<file path="src/rtl/pattern_scan_ctrl.sv">
// pattern_scan_ctrl: serial pattern detector with a scan FSM (IDLE/SCAN/FINISH),
// a saturating match counter and an optional target count that ends a scan.
// Optional feature macro: PATTERN_SCAN_OVERLAP_EN keeps the history on a match
// so that overlapping occurrences are counted; undefined, matches do not overlap.
`timescale 1ns/1ps
module pattern_scan_ctrl #(
   parameter int unsigned MAX_LEN = 8,
   parameter int unsigned CNT_W   = 8
) (
   input  logic                     clk,
   input  logic                     rst,
   input  logic                     cfg_we,
   input  logic [MAX_LEN-1:0]       cfg_pattern,
   input  logic [$clog2(MAX_LEN):0] cfg_len,
   input  logic [CNT_W-1:0]         cfg_target,
   input  logic                     start,
   input  logic                     abort,
   input  logic                     x_inp,
   input  logic                     x_valid,
   output logic                     busy,
   output logic                     done,
   output logic                     y_out,
   output logic [CNT_W-1:0]         match_cnt
);

   localparam int unsigned LEN_W = $clog2(MAX_LEN) + 1;
   localparam logic [LEN_W-1:0] LEN_MAX = LEN_W'(MAX_LEN);

   localparam logic [1:0] ST_IDLE   = 2'd0;
   localparam logic [1:0] ST_SCAN   = 2'd1;
   localparam logic [1:0] ST_FINISH = 2'd2;

   logic [1:0]         state_q, state_d;
   logic [MAX_LEN-1:0] pat_q;
   logic [LEN_W-1:0]   len_q;
   logic [CNT_W-1:0]   target_q;
   logic [MAX_LEN-1:0] hist_q;
   logic [LEN_W-1:0]   fill_q;
   logic [CNT_W-1:0]   cnt_q;

   logic [MAX_LEN-1:0] hist_shift;
   logic [LEN_W-1:0]   fill_inc;
   logic [MAX_LEN-1:0] len_mask;
   logic [CNT_W-1:0]   cnt_inc;
   logic               sample;
   logic               match;
   logic               hit_target;
   logic               scan_start;

   assign busy      = (state_q == ST_SCAN);
   assign done      = (state_q == ST_FINISH);
   assign match_cnt = cnt_q;

   assign scan_start = (state_q == ST_IDLE) && start;
   assign sample     = (state_q == ST_SCAN) && x_valid;
   assign hist_shift = {hist_q[MAX_LEN-2:0], x_inp};
   assign fill_inc   = (fill_q == LEN_MAX) ? fill_q : fill_q + 1'b1;
   assign cnt_inc    = (cnt_q == '1) ? cnt_q : cnt_q + 1'b1;

   // Build a mask covering the low len_q bits of the history and pattern
   always_comb begin
      len_mask = '0;
      for (int unsigned i = 0; i < MAX_LEN; i++) begin
         len_mask[i] = (LEN_W'(i) < len_q);
      end
   end

   assign match      = sample && (fill_inc >= len_q) &&
                       (((hist_shift ^ pat_q) & len_mask) == '0);
   assign hit_target = match && (target_q != '0) && (cnt_inc == target_q);

   // Next-state logic; abort takes priority over reaching the target
   always_comb begin
      state_d = state_q;
      case (state_q)
         ST_IDLE:   if (start) state_d = ST_SCAN;
         ST_SCAN: begin
            if (abort)           state_d = ST_IDLE;
            else if (hit_target) state_d = ST_FINISH;
         end
         ST_FINISH: state_d = ST_IDLE;
         default:   state_d = ST_IDLE;
      endcase
   end

   // State register
   always_ff @(posedge clk or negedge rst) begin
      if (!rst) state_q <= ST_IDLE;
      else      state_q <= state_d;
   end

   // Configuration registers, writable only while idle; length is clamped to 1..MAX_LEN
   always_ff @(posedge clk or negedge rst) begin
      if (!rst) begin
         pat_q    <= '1;
         len_q    <= LEN_W'(3);
         target_q <= '0;
      end else if (cfg_we && (state_q == ST_IDLE)) begin
         pat_q    <= cfg_pattern;
         target_q <= cfg_target;
         if (cfg_len == '0)          len_q <= LEN_W'(1);
         else if (cfg_len > LEN_MAX) len_q <= LEN_MAX;
         else                        len_q <= cfg_len;
      end
   end

   // Serial history, fill level, match counter and registered match pulse
   always_ff @(posedge clk or negedge rst) begin
      if (!rst) begin
         hist_q <= '0;
         fill_q <= '0;
         cnt_q  <= '0;
         y_out  <= 1'b0;
      end else begin
         y_out <= match;
         if (scan_start) begin
            hist_q <= '0;
            fill_q <= '0;
            cnt_q  <= '0;
         end else if (sample) begin
            if (match) cnt_q <= cnt_inc;
`ifdef PATTERN_SCAN_OVERLAP_EN
            hist_q <= hist_shift;
            fill_q <= fill_inc;
`else
            if (match) begin
               hist_q <= '0;
               fill_q <= '0;
            end else begin
               hist_q <= hist_shift;
               fill_q <= fill_inc;
            end
`endif
         end
      end
   end

endmodule

</file>
<file path="config.mk">
export PLATFORM = sky130hd
export DESIGN_NAME = pattern_scan_ctrl
export DESIGN_NICKNAME = d
export VERILOG_FILES = /design/src/rtl/pattern_scan_ctrl.sv
export SDC_FILE = /design/constraint.sdc
export NUM_CORES = 1
export LEC_CHECK = 0
export CORE_AREA = 3 3 89 91
export CTS_CLUSTER_DIAMETER = 120
export CTS_CLUSTER_SIZE = 24
export DETAILED_ROUTE_END_ITERATION = 10
export DIE_AREA = 0 0 92 94
export GPL_TIMING_DRIVEN = 1
export HOLD_SLACK_MARGIN = 0.03
export PLACE_DENSITY = 0.62
export SLEW_MARGIN = 20
export SYNTH_ARGS = -nofsm -noshare
export SYNTH_HDL_FRONTEND = slang
export SYNTH_SLANG_ARGS = --single-unit
</file>
<file path="constraint.sdc">
create_clock -name clk -period 5.7 [get_ports clk]
set_input_delay 1.14 -clock clk [delete_from_list [all_inputs] [get_ports clk]]
set_output_delay 1.14 -clock clk [all_outputs]
set_load 0.01 [all_outputs]
</file>
* Word level (Yosys, flattened, before mapping)
Cells that the tools add are included.
** Operators by class
- Add/subtract/negate cells :: 2
- $lt $le $gt $ge :: 10
- Equal/unequal tests :: 7
- Mux-type cells :: 17
- Bitwise gates (word level) :: 2
- Reduce and logical (&&, ||, !) cells :: 15
** Operators with widths (number)
- two-way mux 8 bit :: 4
- two-way mux 4 bit :: 6
- two-way mux 7 bit :: 3
- < comparator 3 x 4 -> 1 bit (first input constant) :: 4
- adder 8 x 1 -> 8 bit (second input constant) :: 1
- bitwise AND 8 bit :: 1
- equality test 8 bit :: 1
- equality test 8 bit (second input constant) :: 1
- zero test 8 bit :: 1
- < comparator 1 x 4 -> 1 bit (first input constant) :: 2
- < comparator 2 x 4 -> 1 bit (first input constant) :: 2
- nonzero test 8 bit :: 1
- XOR 8 bit :: 1
- logical AND 1 bit :: 7
- two-way mux 2 bit :: 3
- adder 4 x 1 -> 4 bit (second input constant) :: 1
- equality test 4 bit (second input constant) :: 1
- greater-or-equal comparator 4 bit :: 1
- > comparator 4 bit (second input constant) :: 1
- zero test 4 bit :: 1
- one-hot mux 2 bit (2 select lines) :: 1
- AND reduction 2 bit :: 2
- nonzero test 2 bit :: 2
- inequality test 3 x 2 -> 1 bit (second input constant) :: 1
- 4 further kinds :: 4
** Storage, ports and cells
- Register bits after elaboration :: 42
- Input port bits :: 27
- Output and inout port bits :: 11
- Word-level logic and storage cells :: 61

* Logic depth before layout (Yosys ltp)
- Depth after elaboration :: 10
- Depth in mapped cells :: 14
- Mapped depth without buffers :: 13

* Least setup slack after synthesis
OpenSTA, ideal clock, no wires.
- Path kind :: input to register
- Start point :: input port x_inp
- End point :: register cnt_q[0], in the netlist match_cnt[0]
- Setup time :: 0.078 ns
- Arrival time :: 2.333 ns
- Data required time :: 5.622 ns
- Path slack :: 3.290 ns
- Stages on the path :: 6
- Buffers on the path :: 0
- Cells stage by stage :: xor2_1 > a222oi_1 > o211a_1 > o211ai_4 > or3_1 > a21oi_1
** Between the ends
- Longest elaborated chain between the ends :: 6
** RTL lines
- start, declared :: line 18 : input logic x_inp,
- XOR 8 bit :: line 69 : (((hist_shift ^ pat_q) & len_mask) == '0);
- bitwise AND 8 bit :: line 69
- zero test 8 bit :: line 69
- logical AND 1 bit :: line 68 : assign match = sample && (fill_inc >= len_q) &&
- nonzero test 2 bit (no source line)
- AND reduction 2 bit (no source line)
- end signal, assigned :: line 121 : if (match) cnt_q <= cnt_inc;
- end, declared :: line 39 : logic [CNT_W-1:0] cnt_q;
No other way between the ends.
A chain may end at the register's enable or synchronous reset.

* Worst setup path in the final report
- Start point :: input port x_inp
- End point :: register cnt_q[3], in the netlist match_cnt[3]
Same word-level chain as after synthesis.

==> impl_metrics.json <==
{
  "synth-edff-count": 0,
  "placement.io_buffers": 37,
  "worst_clock_skew_ps": 9.70,
  "delay_of_the_slowest_cell_on_the_worst_path_ps": 430,
  "cp_data_required_time_ps": 5910,
  "clock-root-buffer": "sky130_fd_sc_hd__clkbuf_8",
  "grt_first_pass_wirelength_mm": 9.83,
  "net-switching-power_w": 0.000261,
  "ff2ff_path_depth": 12,
  "dr.pass1.iters": 5,
  "power_per_cell_area_nw_per_um2": 274,
  "cts_htree_levels": 2,
  "grtUsageTotal_pct": 14.3,
  "insertedDiodeCount": 0,
  "critical_path_arrival_ps": 3080,
  "totalNegativeSetupSlack_ps": 0,
  "grt_antenna_before_repair": 0,
  "fp.dieH_um": 94,
  "critical_path_cell_by_cell": "clkdlybuf4s50_1, xor2_1, a222oi_1, o211a_1, o211ai_4, inv_2, a41oi_1, a311oi_1",
  "timing_worst_setup_path_type": "in -> reg",
  "drt_iter0_drc": 172,
  "aggregate_routed_wire_length_mm": 5.71,
  "synthesis.yosys.warnings": 0,
  "timing.hold.ws_ps": 535,
  "syn_avg_cell_area_um2": 9.84,
  "cp_max_fo": 16,
  "worstMarginPinSlew_ps": 951,
  "ir_worst_vdd_v": 0.000111,
  "synth_top_flop_cell": "sky130_fd_sc_hd__dfrtp_1",
  "worstSkewPairLatency_ps": 300,
  "grt_max_degree": 43,
  "coreArea_um2": 7210,
  "number_of_buffers_created_by_cts": 5,
  "finalMaxSlewViolations": 0,
  "leakage_nw": 1.15,
  "yosys.cell_types.count": 53,
  "outcome": "complete, no violations",
  "layout.nets": 311,
  "cts_post_setup_buffers_inserted": 0,
  "std_cell_rows": 31,
  "share_of_power_burned_in_combinational_logic_pct": 27.3,
  "placement.setup.worst_slack_ps": 2510,
  "syn-instance-count": 248,
  "setup_repair_after_global_routing_missed_its_margin": "false",
  "top_level_ports": 38,
  "end_kind": "flop",
  "netlist_area_um2": 2440,
  "area_growth_syn_to_layout_pct": 21.0,
  "asyncSetResetFlopFracSynth_pct": 100,
  "vias_per_cell": 5.39,
  "chipWidth_um": 92,
  "post_route_cells_drive_above_1_share_pct": 15.1,
  "initial_utilization_pct": 33.8,
  "final_antenna_net_count": 0,
  "timing.final.hold_violations": 0,
  "grt_remaining_overflow": 0,
  "cts-resized-gates": 0,
  "grt_pass1_vias": 1986,
  "whs_path_depth": 2,
  "cpMaxStageDelayCell": "sky130_fd_sc_hd__clkdlybuf4s50_1",
  "crit_family": "compound AO/OA/AOI/OAI gates",
  "avgRoutedWirePerCell_um": 15.1,
  "sequential_fraction_of_design_power_pct": 49.4,
  "numClockSinks": 42,
  "period_share_pct": 50.4,
  "worst_setup_path_start_kind": "primary input",
  "fin_crit_ps": 2870,
  "final.fill_count": 757,
  "slew_headroom_pct": 36.6,
  "seq_area_frac_synth_pct": 43.6,
  "place.detailed.hpwl_mm": 4.09,
  "worst_slack_ps": 2830,
  "routabilityCongestion": 0.872,
  "via_count": 2031,
  "tritoncts": "yes",
  "swShare_pct": 32.3,
  "finalSetupViolCount": 0,
  "hold_class": "reg -> reg",
  "cts_buffer_depth": 2,
  "synth_nets": 282,
  "p_int_w": 0.000548,
  "synth.ff_latch_count": 42,
  "cts_hold_buf": 0,
  "max_clock_freq_mhz": 348,
  "remaining_drc_errors": 0,
  "maxCapViolations": 0,
  "wp_depth": 8,
  "share_of_power_burned_in_the_clock_network_pct": 23.3,
  "clk_pin_slew_ps": 80,
  "floorplan.die_area_um2": 8650,
  "finish.utilization_pct": 40.9,
  "critPathBufInv": 2
}
area by class of cell:
class | instances | area [µm²] | area share [%]
Multi-Input combinational cell | 182 | 1280 | 43.5
Sequential cell | 42 | 1060 | 36.0
Timing Repair Buffer | 37 | 365 | 12.4
Tap cell | 99 | 124 | 4.19
Clock buffer | 6 | 72.6 | 2.46
Inverter | 9 | 33.8 | 1.14
Clock inverter | 2 | 10.0 | 0.339
worst paths after layout:
| check | from | slack (ps) | endpoint |
|---|---|---|---|
| setup / recovery | x_inp | 2830 | match_cnt[3] |
| hold / removal | len_q[0] | 530 | len_q[0] |
| setup reg to reg | fill_q[0] | 2950 | fill_q[2] |
| hold reg to reg | len_q[0] | 530 | len_q[0] |
| max in group asynchronous | rst | 4120 | target_q[1] |
| min in group asynchronous | rst | 990 | len_q[2] |
metal layers:
layer,track usage [%],vias up,routed length [µm]
met1,19.1,983,2570
met5,0,-,0
li1,-,975,-
met2,22.1,64,2640
met4,5.32,0,104
met3,3.93,9,402
synth_stat cells, types with 6 or more instances:
cell	instances	area, µm²
sky130_fd_sc_hd__dfrtp_1	32	801
sky130_fd_sc_hd__nand2_1	17	63.8
sky130_fd_sc_hd__a21oi_1	16	80.1
sky130_fd_sc_hd__nor2_1	16	60.1
sky130_fd_sc_hd__mux2_2	15	169
sky130_fd_sc_hd__nand3_1	15	75.1
sky130_fd_sc_hd__o21ai_0	15	75.1
sky130_fd_sc_hd__clkbuf_1	11	41.3
sky130_fd_sc_hd__dfstp_2	10	263
sky130_fd_sc_hd__inv_1	8	30.0
sky130_fd_sc_hd__xor2_1	8	70.1
sky130_fd_sc_hd__ha_1	7	87.6
sky130_fd_sc_hd__xnor2_1	6	52.6
worst register-to-register path: cells and delay by family (launching register included):
| family | cells | cell delay, ps |
|---|---|---|
| xor+xnor | 1 | 140 |
| flops | 1 | 420 |
| fa+ha+maj | 2 | 380 |
| buf+inv | 2 | 340 |
| compound gates | 4 | 1010 |
| simple gates | 3 | 350 |
per-stage QoR:
| step | area [µm²] | total power, W | cells |
|---|---|---|---|
| after floorplan | 2440 | 0.000555 | 248 |
| after global placement | 2870 | 0.000622 | 369 |
| after detailed placement | 2870 | 0.000627 | 369 |
| after CTS | 2950 | 0.000821 | 377 |
| after global routing | 2950 | 0.000868 | 377 |
| final | 2950 | 0.000809 | 377 |
kinds of logic (layout without fill, tap and decap cells):
| logic type | count (synthesis) | count (layout) | synth area share (%) |
|---|---|---|---|
| simple gates | 80 | 80 | 17.3 |
| compound gates | 65 | 65 | 19.3 |
| flops | 42 | 42 | 43.6 |
| fa+ha+maj | 7 | 7 | 3.59 |
| mux | 16 | 16 | 7.33 |
| buf+inv | 24 | 54 | 3.90 |
| xor+xnor | 14 | 14 | 5.02 |
placed cells by master, fill, tap and decap left out, drive strengths merged, types with 2 or more instances in the layout:
cell	Yosys	final
clkdlybuf4s50	0	36
dfrtp	32	32
nand2	17	17
nor2	16	16
a21oi	16	16
nand3	15	15
o21ai	15	15
mux2	15	15
dfstp	10	10
inv	9	9
xor2	8	8
ha	7	7
xnor2	6	6
clkbuf	11	6
nor3	4	4
a32oi	4	4
nor2b	3	3
a211oi	3	3
a31o	3	3
nand3b	3	3
nand4	3	3
a31oi	3	3
o311ai	3	3
a311oi	3	3
and2	3	3
nand2b	2	2
or4	2	2
and4	2	2
and3	2	2
a21o	2	2
nor4	2	2
a211o	2	2
clkinv	0	2
a2111oi	2	2
power by group through the flow:
stage	clock, W	combinational, W	sequential, W
finish	0.000189	0.000221	0.000400
global route	0.000210	0.000248	0.000409
CTS	0.000198	0.000223	0.000401
detailed placement	0	0.000221	0.000406
global placement	0	0.000217	0.000405
floorplan	0	0.000163	0.000392
state kept, by name (all words and copies together) (netlist names):
register and flops:
fill_q 4, hist_q 7, len_q 4, match_cnt 8, pat_q 8, state_q 2, target_q 8, y_out 1
(Power assumes the default switching activity.)
